`config.mk`:
```
export PLATFORM = sky130hd
export DESIGN_NAME = sseg_scan_mux_flat
export DESIGN_NICKNAME = d
export VERILOG_FILES = /design/src/rtl/sseg_pkg.sv /design/src/rtl/sseg_scan_mux_if.sv /design/src/rtl/sseg_refresh_tick.sv /design/src/rtl/sseg_scan_mux.sv /design/src/flat_wrapper.sv
export SDC_FILE = /design/constraint.sdc
export NUM_CORES = 1
export LEC_CHECK = 0
export CAP_MARGIN = 20
export CORE_UTILIZATION = 48
export DETAILED_ROUTE_END_ITERATION = 8
export PLACE_DENSITY = 0.75
export SYNTH_ARGS = -nofsm -noshare
export SYNTH_HDL_FRONTEND = slang
export SYNTH_SLANG_ARGS = --single-unit
```
`constraint.sdc`:
```
create_clock -name clk -period 1.4 [get_ports clk]
set_input_delay 0.28 -clock clk [delete_from_list [all_inputs] [get_ports clk]]
set_output_delay 0.28 -clock clk [all_outputs]
set_load 0.005 [all_outputs]
```
`src/rtl/sseg_pkg.sv`:
```
// sseg_pkg: shared constants, types and helpers for the seven-segment scanner.
//   NUM_DIGITS / NIBBLE_W : display geometry (4 digits, 4-bit nibble each)
//   digit_idx_t           : index of a digit, 0 = rightmost
//   AN_OFF                : anode pattern with every digit dark (active-low)
//   an_onehot_low()       : active-low one-hot anode pattern for a digit index
package sseg_pkg;

   localparam int NUM_DIGITS = 4;
   localparam int NIBBLE_W   = 4;

   typedef logic [1:0] digit_idx_t;

   localparam logic [NUM_DIGITS-1:0] AN_OFF = 4'b1111;

   function automatic logic [NUM_DIGITS-1:0] an_onehot_low(digit_idx_t idx);
      logic [NUM_DIGITS-1:0] pat;
      pat      = AN_OFF;
      pat[idx] = 1'b0;
      return pat;
   endfunction

endpackage

```
`src/rtl/sseg_scan_mux_if.sv`:
```
// sseg_scan_mux_if: bundle between a display owner (master) and the scanner (slave).
//   master drives : load, value[15:0], dp_mask[3:0], en
//   slave drives  : binary[3:0], an[3:0] (active-low), dp (active-low), digit_sel[1:0]
// Handshake: there is no ready. load is a single-cycle strobe; whenever it is
// high at a rising edge, value/dp_mask are captured on that edge. en is a level.
interface sseg_scan_mux_if;
   import sseg_pkg::*;

   logic                  load;
   logic [15:0]           value;
   logic [NUM_DIGITS-1:0] dp_mask;
   logic                  en;
   logic [NIBBLE_W-1:0]   binary;
   logic [NUM_DIGITS-1:0] an;
   logic                  dp;
   digit_idx_t            digit_sel;

   modport master (
      output load, value, dp_mask, en,
      input  binary, an, dp, digit_sel
   );

   modport slave (
      input  load, value, dp_mask, en,
      output binary, an, dp, digit_sel
   );

endinterface

```
`src/rtl/sseg_refresh_tick.sv`:
```
// sseg_refresh_tick: free-running prescaler that sets the digit slot rate.
//   clk, reset : clock and synchronous active-high reset
//   tick       : high for exactly one cycle out of every TICK_DIV (count == TICK_DIV-1)
// TICK_DIV must be 2 or more.
module sseg_refresh_tick #(
   parameter int TICK_DIV = 100000
) (
   input  logic clk,
   input  logic reset,
   output logic tick
);

   localparam int              CNT_W = $clog2(TICK_DIV);
   localparam logic [CNT_W-1:0] LAST = CNT_W'(TICK_DIV - 1);

   logic [CNT_W-1:0] cnt_q;
   logic [CNT_W-1:0] cnt_d;

   always_comb begin
      tick  = (cnt_q == LAST);
      cnt_d = tick ? '0 : cnt_q + CNT_W'(1);
   end

   always_ff @(posedge clk) begin
      if (reset) begin
         cnt_q <= '0;
      end else begin
         cnt_q <= cnt_d;
      end
   end

endmodule

```
`src/rtl/sseg_scan_mux.sv`:
```
// sseg_scan_mux: time-multiplexed scanner for a 4-digit common-anode display.
//   clk, reset : clock and synchronous active-high reset
//   bus        : sseg_scan_mux_if.slave
//                inputs  load/value/dp_mask (shadow capture), en (display enable)
//                outputs binary (nibble to segment decoder), an (active-low anodes),
//                        dp (active-low decimal point), digit_sel (digit on display)
// A shadow copy of value/dp_mask keeps a scan round tear-free. Each prescaler
// tick registers the next digit onto the outputs; outputs hold between ticks,
// except that en=0 darkens the display on the very next edge.
module sseg_scan_mux
   import sseg_pkg::*;
#(
   parameter int TICK_DIV = 100000,
   parameter bit BLANK_LZ = 1'b1
) (
   input logic           clk,
   input logic           reset,
   sseg_scan_mux_if.slave bus
);

   logic tick;

   sseg_refresh_tick #(.TICK_DIV(TICK_DIV)) u_tick (
      .clk  (clk),
      .reset(reset),
      .tick (tick)
   );

   logic [15:0]           value_q,     value_d;
   logic [NUM_DIGITS-1:0] dp_mask_q,   dp_mask_d;
   digit_idx_t            idx_q,       idx_d;
   logic [NIBBLE_W-1:0]   binary_q,    binary_d;
   logic [NUM_DIGITS-1:0] an_q,        an_d;
   logic                  dp_q,        dp_d;
   digit_idx_t            digit_sel_q, digit_sel_d;

   logic [NUM_DIGITS-1:0] blank;
   logic                  lit;

   // A digit is a leading zero when it and every digit to its left hold zero
   // and request no decimal point; built from the left so each bit reuses the
   // one above it. Digit 0 always shows.
   always_comb begin
      blank = '0;
      if (BLANK_LZ) begin
         blank[NUM_DIGITS-1] = (value_q[NIBBLE_W*(NUM_DIGITS-1) +: NIBBLE_W] == '0) &&
                               !dp_mask_q[NUM_DIGITS-1];
         for (int k = NUM_DIGITS - 2; k >= 1; k--) begin
            blank[k] = blank[k+1] &&
                       (value_q[NIBBLE_W*k +: NIBBLE_W] == '0) && !dp_mask_q[k];
         end
      end
   end

   always_comb begin
      value_d     = value_q;
      dp_mask_d   = dp_mask_q;
      idx_d       = idx_q;
      binary_d    = binary_q;
      an_d        = an_q;
      dp_d        = dp_q;
      digit_sel_d = digit_sel_q;
      lit         = bus.en && !blank[idx_q];

      // A load coinciding with a tick lands in the shadow only after the tick
      // has sampled the old contents, so that slot shows the old nibble.
      if (bus.load) begin
         value_d   = bus.value;
         dp_mask_d = bus.dp_mask;
      end

      if (tick) begin
         binary_d    = value_q[NIBBLE_W*int'(idx_q) +: NIBBLE_W];
         digit_sel_d = idx_q;
         an_d        = lit ? an_onehot_low(idx_q) : AN_OFF;
         dp_d        = lit ? ~dp_mask_q[idx_q] : 1'b1;
         idx_d       = idx_q + 2'd1;
      end else if (!bus.en) begin
         an_d = AN_OFF;
         dp_d = 1'b1;
      end
   end

   always_ff @(posedge clk) begin
      if (reset) begin
         value_q     <= '0;
         dp_mask_q   <= '0;
         idx_q       <= '0;
         binary_q    <= '0;
         an_q        <= AN_OFF;
         dp_q        <= 1'b1;
         digit_sel_q <= '0;
      end else begin
         value_q     <= value_d;
         dp_mask_q   <= dp_mask_d;
         idx_q       <= idx_d;
         binary_q    <= binary_d;
         an_q        <= an_d;
         dp_q        <= dp_d;
         digit_sel_q <= digit_sel_d;
      end
   end

   assign bus.binary    = binary_q;
   assign bus.an        = an_q;
   assign bus.dp        = dp_q;
   assign bus.digit_sel = digit_sel_q;

endmodule

```
`src/flat_wrapper.sv`:
```
// flat-port wrapper written by rule: the top's interface ports become plain ports
module sseg_scan_mux_flat import sseg_pkg::*;
#(
   parameter int TICK_DIV = 100000,
   parameter bit BLANK_LZ = 1'b1
)
  (clk, reset, bus_load, bus_value, bus_dp_mask, bus_en, bus_binary, bus_an, bus_dp, bus_digit_sel);
  sseg_scan_mux_if bus_i ();
  input logic clk;
  input logic reset;
  input wire logic [$bits(bus_i.load)-1:0] bus_load;
  input wire logic [$bits(bus_i.value)-1:0] bus_value;
  input wire logic [$bits(bus_i.dp_mask)-1:0] bus_dp_mask;
  input wire logic [$bits(bus_i.en)-1:0] bus_en;
  output wire logic [$bits(bus_i.binary)-1:0] bus_binary;
  output wire logic [$bits(bus_i.an)-1:0] bus_an;
  output wire logic [$bits(bus_i.dp)-1:0] bus_dp;
  output wire logic [$bits(bus_i.digit_sel)-1:0] bus_digit_sel;
  assign bus_i.load = bus_load;
  assign bus_i.value = bus_value;
  assign bus_i.dp_mask = bus_dp_mask;
  assign bus_i.en = bus_en;
  assign bus_binary = bus_i.binary;
  assign bus_an = bus_i.an;
  assign bus_dp = bus_i.dp;
  assign bus_digit_sel = bus_i.digit_sel;
  sseg_scan_mux #(.TICK_DIV(TICK_DIV), .BLANK_LZ(BLANK_LZ)) u_core (.clk(clk), .reset(reset), .bus(bus_i));
endmodule
```
==> results of run 1 <==
[cells in the mapped netlist (5+ instances only)]
cell | n | share of area
nand3_1 | 13 | 0.028
nor2_1 | 40 | 0.065
ha_1 | 5 | 0.027
mux2i_1 | 20 | 0.087
mux4_2 | 5 | 0.049
dfxtp_1 | 50 | 0.43
nand2_1 | 5 | 0.0081
inv_1 | 5 | 0.0081
buf_2 | 6 | 0.013
clkbuf_1 | 5 | 0.0081
a21oi_1 | 13 | 0.028
xnor2_1 | 12 | 0.045
o21ai_2 | 8 | 0.030
nor4_1 | 7 | 0.019
[cell type report]
class | instances | area [um2] | area share
flip-flops and latches | 50 | 1039 | 0.2795
clock buffers | 7 | 76.32 | 0.02054
clock inverters | 1 | 30.03 | 0.008081
well taps | 52 | 65.06 | 0.01751
multi-input cells | 168 | 1544 | 0.4155
inverters | 5 | 18.77 | 0.005051
repair buffers | 100 | 943.4 | 0.2539
[cell families (layout without fill, tap and decap cells)]
family / Yosys count / count (layout) / share of synthesized area
DFF: 50 / 50 / 0.4331
adders and majority gates: 5 / 5 / 0.02707
muxes: 25 / 25 / 0.1354
xor gates and xnor gates: 14 / 14 / 0.05306
and+or+nand+nor: 94 / 94 / 0.2225
buffers and inverters: 19 / 113 / 0.04061
AOI/OAI and AO/OA: 30 / 30 / 0.08825
[layer usage]
| metal | wire, um | vias up |
|---|---|---|
| met2 | 3791 | 80 |
| met1 | 2994 | 1078 |
| li1 | - | 1019 |
| met5 | 0 | - |
| met4 | 187 | 0 |
| met3 | 357 | 17 |
[power by group through the flow]
stage | Combinational, mW | Sequential (mW) | Clock [mW]
final | 0.341 | 1.50 | 1.00
after global routing | 0.360 | 1.50 | 1.08
after detailed placement | 0.285 | 1.53 | 0
after CTS | 0.297 | 1.49 | 1.01
after global placement | 0.279 | 1.53 | 0
after floorplan | 0.137 | 1.52 | 0
[worst min path at each step]
stage                                 from                endpoint  slack [ps]  cells after the start
floorplan                   bus_dp_mask[0]     u_core.dp_mask_q[0]         430                      2
global placement    u_core.u_tick.cnt_q[0]  u_core.u_tick.cnt_q[0]         430                      1
detailed placement  u_core.u_tick.cnt_q[0]  u_core.u_tick.cnt_q[0]         440                      1
CTS                 u_core.u_tick.cnt_q[0]  u_core.u_tick.cnt_q[0]         450                      1
global route        u_core.u_tick.cnt_q[0]  u_core.u_tick.cnt_q[0]         450                      1
finish              u_core.u_tick.cnt_q[0]  u_core.u_tick.cnt_q[0]         440                      1
[flip-flops by register name, indices dropped and copies added (netlist names)]
register	count
u_core.bus.dp	1
u_core.dp_mask_q	4
u_core.bus.binary	4
u_core.bus.an	4
u_core.idx_q	2
u_core.value_q	16
u_core.bus.digit_sel	2
u_core.u_tick.cnt_q	17
[timing repair]
item | 4_1_cts | 5_1_grt
pin swaps | 8 | 23
cloned | 1 | 2
endpoints found under the setup margin | 41 | 33
buffers inserted | 10 | 3
gates resized for setup | 26 | 77
==> out/metrics.yaml, run 1 <==
pwr:
  p_leak_nw: 1.513
  vdd_drop_max_uv: 614.1
  pwr-share-seq: 0.527
  netSwitchingFraction: 0.2299
  switchingPower_uw: 654.0
  combPwrFrac: 0.120
  p_int_mw: 2.190
  pwr-share-clk: 0.353
  power_density_mw_per_mm2: 765.3
  p_total_mw: 2.844
setup_path:
  cp-endpoint: "u_core.bus.an[3]"
  r2r-start: "u_core.dp_mask_q[2]"
  critical-path-top-delay-family: "simple AND/OR/NAND/NOR gates"
  path_buf_inv: 0
  reg2reg_slack_ps: -190
  rr_worst_depth: 4
  endpoint_kind: "flip-flop"
  worst_r2r_endpoint: "u_core.bus.an[3]"
  crit_arrival_ps: 1820
  cp_slowest_stage_delay_ps: 600
  cpMaxStageDelayCell: "or4_4"
  required_ps: 1630
  crit_start: "u_core.dp_mask_q[2]"
  crit_path_max_fanout: 4
  crit_chain: "or4_4, nor4_4, a211oi_4, a41oi_2"
  path_class: "flip-flop to flip-flop"
  crit_cells: 4
  start_kind: "flip-flop"
global_routing:
  antenna_found_initial: 0
  grt-busiest-layer: "met2"
  grt_pass1_vias: 2063
  met3_usage: 0.04782
  grt_use_total: 0.2376
  grt_max_degree: 29
  use_met2: 0.3979
  grt_pass1_wl_um: 9522
  gr-usage-met1: 0.3143
  overflow: 0
sta:
  min_period_ps: 1595
  fin_ws_ps: -194.7
  clock_skew_ps: 10.38
  maxSlewViolCount: 0
  rsz0062_at_grt: "yes"
  tightestPinTransition_ps: 358.9
  hold_slack_ps: 444.0
  slew_headroom: 0.7599
  fin_crit_sh: 1.139
  setup_tns_ps: -3666
  max_freq_ghz: 0.6271
  setup_viol_count_final: 31
  finalHoldViolations: 0
status:
  violations: "DRC, setup timing"
  outcome: "complete, but fails checks"
die:
  die_w_um: 71.39
  core_area_mm2: 0.004504
  num_rows: 24
  io_pins: 35
  dieArea_mm2: 0.005096
  start_util: 0.5131
  die_y_um: 71.39
drt:
  ant_nets: 0
  vias: 2194
  routed_via_density: 5.728
  first_pass_iters: 6
  wl_per_cell_um: 19.14
  totalWireLength_um: 7332
  drtIter0Drc: 174
  drc: 4
cts:
  clockBufferDepth: 2
  numCtsBuffers: 5
  htreeDepth: 2
  clk_latency_ps: 300
  postCtsHoldBufs: 0
  cts_tree: "built"
  clk_pin_slew_worst_paths_ps: 90
  tritoncts_num_sinks: 50
  cts-root-buf: "clkbuf_8"
finish:
  drive_gt1_frac: 0.4924
  syn_to_final_growth_pct: 60.80
  layout.cells.non_filler: 383
  fin_area_mm2: 0.003716
  num-fill-cells: 246
  final_cell_mix: "51 x buf_4, 28 x dfxtp_1, 26 x nor2_1"
  final_common_cell: "buf_4"
  nNetsFinal: 359
  finish.utilization: 0.8250
  antenna_cells: 0
synth:
  syn_nets: 266
  ys_ff_latch: 50
  synth_edf_count: 0
  synth_area_mm2: 0.002311
  synth_cell_types: 41
  async_flop_share: 0
  synth_cells: 237
  synth_flop_cell: "dfxtp_1"
  syn_avg_cell_area_um2: 9.751
  yosysWarnings: 0
  ys_seq_area_frac: 0.4331
placed_design:
  pre_cts_slack_ps: -132.8
  placedCellCount: 360
  placed_area_mm2: 0.003115
  place.gp.congestion: 0.8076
  io_buffers: 34
  post-dp-hpwl_um: 3763
run:
  drv_cap: 0
worst_hold_path:
  min_path_type: "flip-flop to flip-flop"
Note: power is estimated with default switching activity, not from simulation.
==> inputs of run 2 (changes only) <==
Settings changed: CTS_CLUSTER_DIAMETER set to 120, GPL_TIMING_DRIVEN set to 0.
==> run 2 against run 1 <==
Compared with the run above: sequential share of layout area grew 3.6 points; final cell count decreased by 7.6%; the run still ends with DRC, setup timing left; largest power group unchanged; sequential power is essentially flat; die area unchanged; via count down 11%; clock-buffer cell count down 1; highest routed layer unchanged; worst setup slack gained 28 ps; clock power rose by 4%; register-to-register slack gained 30 ps.
==> out/metrics.yaml, run 2 (synthesis gave the netlist of run 1 again) <==
drt:
  routed_via_density: 5.511  # -3.8%
  vias: 1951  # -11%
  totalWireLength_um: 5659  # -23%
  drtIter0Drc: 111  # -36%
  ant_nets: 0  # unchanged
  drc: 3  # -1
  wl_per_cell_um: 15.99  # -16%
  first_pass_iters: 6  # unchanged
setup_path:
  worst_r2r_endpoint: "u_core.bus.digit_sel[1]"
  crit_path_max_fanout: 8  # +4
  path_class: "flip-flop to flip-flop"
  endpoint_kind: "flip-flop"
  crit_start: "u_core.u_tick.cnt_q[8]"
  cp-endpoint: "u_core.bus.digit_sel[1]"
  required_ps: 1600  # -30 ps
  start_kind: "flip-flop"
  r2r-start: "u_core.u_tick.cnt_q[8]"
  crit_arrival_ps: 1760  # -60 ps
  rr_worst_depth: 5  # +1
  reg2reg_slack_ps: -170  # +30 ps
finish:
  finish.utilization: 0.7394  # -0.08556
  largest_register_ffs: 17  # unchanged
  final_cell_mix: "29 x nor2_1, 24 x buf_4, 24 x dfxtp_2"
  syn_to_final_growth_pct: 44.13
  num-fill-cells: 298  # +21%
  regArea_mm2: 0.001050  # +1.1%
  antenna_cells: 0  # unchanged
  top_regs: "u_core.u_tick.cnt_q x17, u_core.value_q x16"
  drive_gt1_frac: 0.4106  # -0.08185
  largest-register: "u_core.u_tick.cnt_q"
  final_common_cell: "nor2_1"
  multi_input_area_mm2: 0.001431  # -7.3%
  nNetsFinal: 331  # -7.8%
cts:
  postCtsHoldBufs: 0  # unchanged
  tritoncts_num_sinks: 50  # unchanged
  clockBufferDepth: 2  # unchanged
  cts_tree: "built"
  clk_pin_slew_worst_paths_ps: 90  # about the same
  cts-root-buf: "clkbuf_8"
  numCtsBuffers: 5  # unchanged
  clk_latency_ps: 310  # about the same
  htreeDepth: 2  # unchanged
global_routing:
  grt_pass1_wl_um: 8707  # -8.6%
  overflow: 0  # unchanged
  grt_pass1_vias: 1902  # -7.8%
  grt_use_total: 0.2210  # -0.01657
  grt_max_degree: 15  # -48%
  antenna_found_initial: 0  # unchanged
pwr:
  p_total_mw: 2.826  # -0.64%
  power_density_mw_per_mm2: 848.5  # +11%
  vdd_drop_max_uv: 769.1  # +25%
  p_leak_nw: 1.220  # -19%
placed_design:
  io_buffers: 33  # -2.9%
  post-dp-hpwl_um: 3452  # -8.3%
  place.gp.congestion: 0.8054  # -0.27%
sta:
  rsz0062_at_grt: "yes"
  clock_skew_ps: 10.71  # +0.3322 ps
  max_freq_ghz: 0.6383  # +1.8%
  maxSlewViolCount: 0  # unchanged
  hold_slack_ps: 465.7  # +21.68 ps
  slew_headroom: 0.5349  # -0.2251
  setup_viol_count_final: 29  # -6.5%
  setup_tns_ps: -2913  # +752.7 ps
  tightestPinTransition_ps: 697.7  # +338.8 ps
  fin_crit_sh: 1.119  # -0.02003
  min_period_ps: 1567  # -28.04 ps
  finalHoldViolations: 0  # unchanged
  fin_ws_ps: -166.6  # +28.04 ps
die:
  die_w_um: 71.39  # unchanged
  start_util: 0.5131  # unchanged
  core_area_mm2: 0.004504  # unchanged
  io_pins: 35  # unchanged
  die_y_um: 71.39  # unchanged
  num_rows: 24  # unchanged
  dieArea_mm2: 0.005096  # unchanged
worst_hold_path:
  min_from: "u_core.u_tick.cnt_q[0]"
  min_path_type: "flip-flop to flip-flop"
status:
  outcome: "complete, but fails checks"
  violations: "DRC, setup timing"
run:
  drv_cap: 0  # unchanged
[run 2: cell types whose count changed in the layout (fill, tap and decap cells not counted), moves of 3 or more]
cell,before,now
nor2_4,4,1
buf_6,10,5
nor4_1,0,3
nor2_1,26,29
dfxtp_2,18,24
buf_4,51,24
dfxtp_1,28,21
[run 2: metal layers]
| layer | global-route usage | wire length, um | vias to the layer above |
|---|---|---|---|
| li1 | - | - | 962 |
| met5 | 0 | 0 | - |
| met2 | 0.3757 | 2932 | 37 |
| met1 | 0.2756 | 2499 | 944 |
| met4 | 0.07111 | 55 | 0 |
| met3 | 0.05485 | 172 | 8 |
[run 2: cell type report]
class                           count  area share
Tap cell                           52     0.01953
Clock inverter                      1    0.009016
Timing Repair Buffer               58      0.1638
Inverter                            5    0.005635
Multi-Input combinational cell    168      0.4298
Clock buffer                        6     0.02479
Sequential cell                    50      0.3152
Buffer                             14     0.03231
[run 2: power by group]
part / switching [mW] / internal (mW)
sequential: 0.0456 / 1.46
combinational: 0.115 / 0.163
clock: 0.472 / 0.572
total: 0.632 / 2.19
[run 2: per-stage QoR]
step | instances | setup slack [ps] | area (um2)
3_3_place_gp | 322 | -428.7 | 2774
4_1_cts | 350 | -151.6 | 3152
3_5_place_dp | 322 | -446.4 | 2774
2_1_floorplan | 237 | -60.60 | 2379
6_report | 354 | -166.6 | 3331
5_1_grt | 354 | -223.1 | 3331
[run 2: worst min-delay path by stage]
stage                                  end  slack [ps]  cells after the start
finish              u_core.u_tick.cnt_q[0]         470                      1
global route        u_core.u_tick.cnt_q[0]         470                      1
CTS                 u_core.u_tick.cnt_q[0]         460                      1
global placement    u_core.u_tick.cnt_q[0]         440                      1
floorplan              u_core.dp_mask_q[0]         430                      2
detailed placement  u_core.u_tick.cnt_q[0]         450                      1
[run 2: worst max-delay path: stages, from the launching register on]
cell and delay, ps:
dfxtp_4 360, or3_4 400, or3_1 330, buf_6 160, o21ai_2 120, a21oi_1 70
[run 2: repair_timing]
item,4_1_cts,5_1_grt
setup buffers,21,3
gates resized for setup,44,37
setup endpoints to repair,61,48
cloned,0,1
pin swaps,14,6
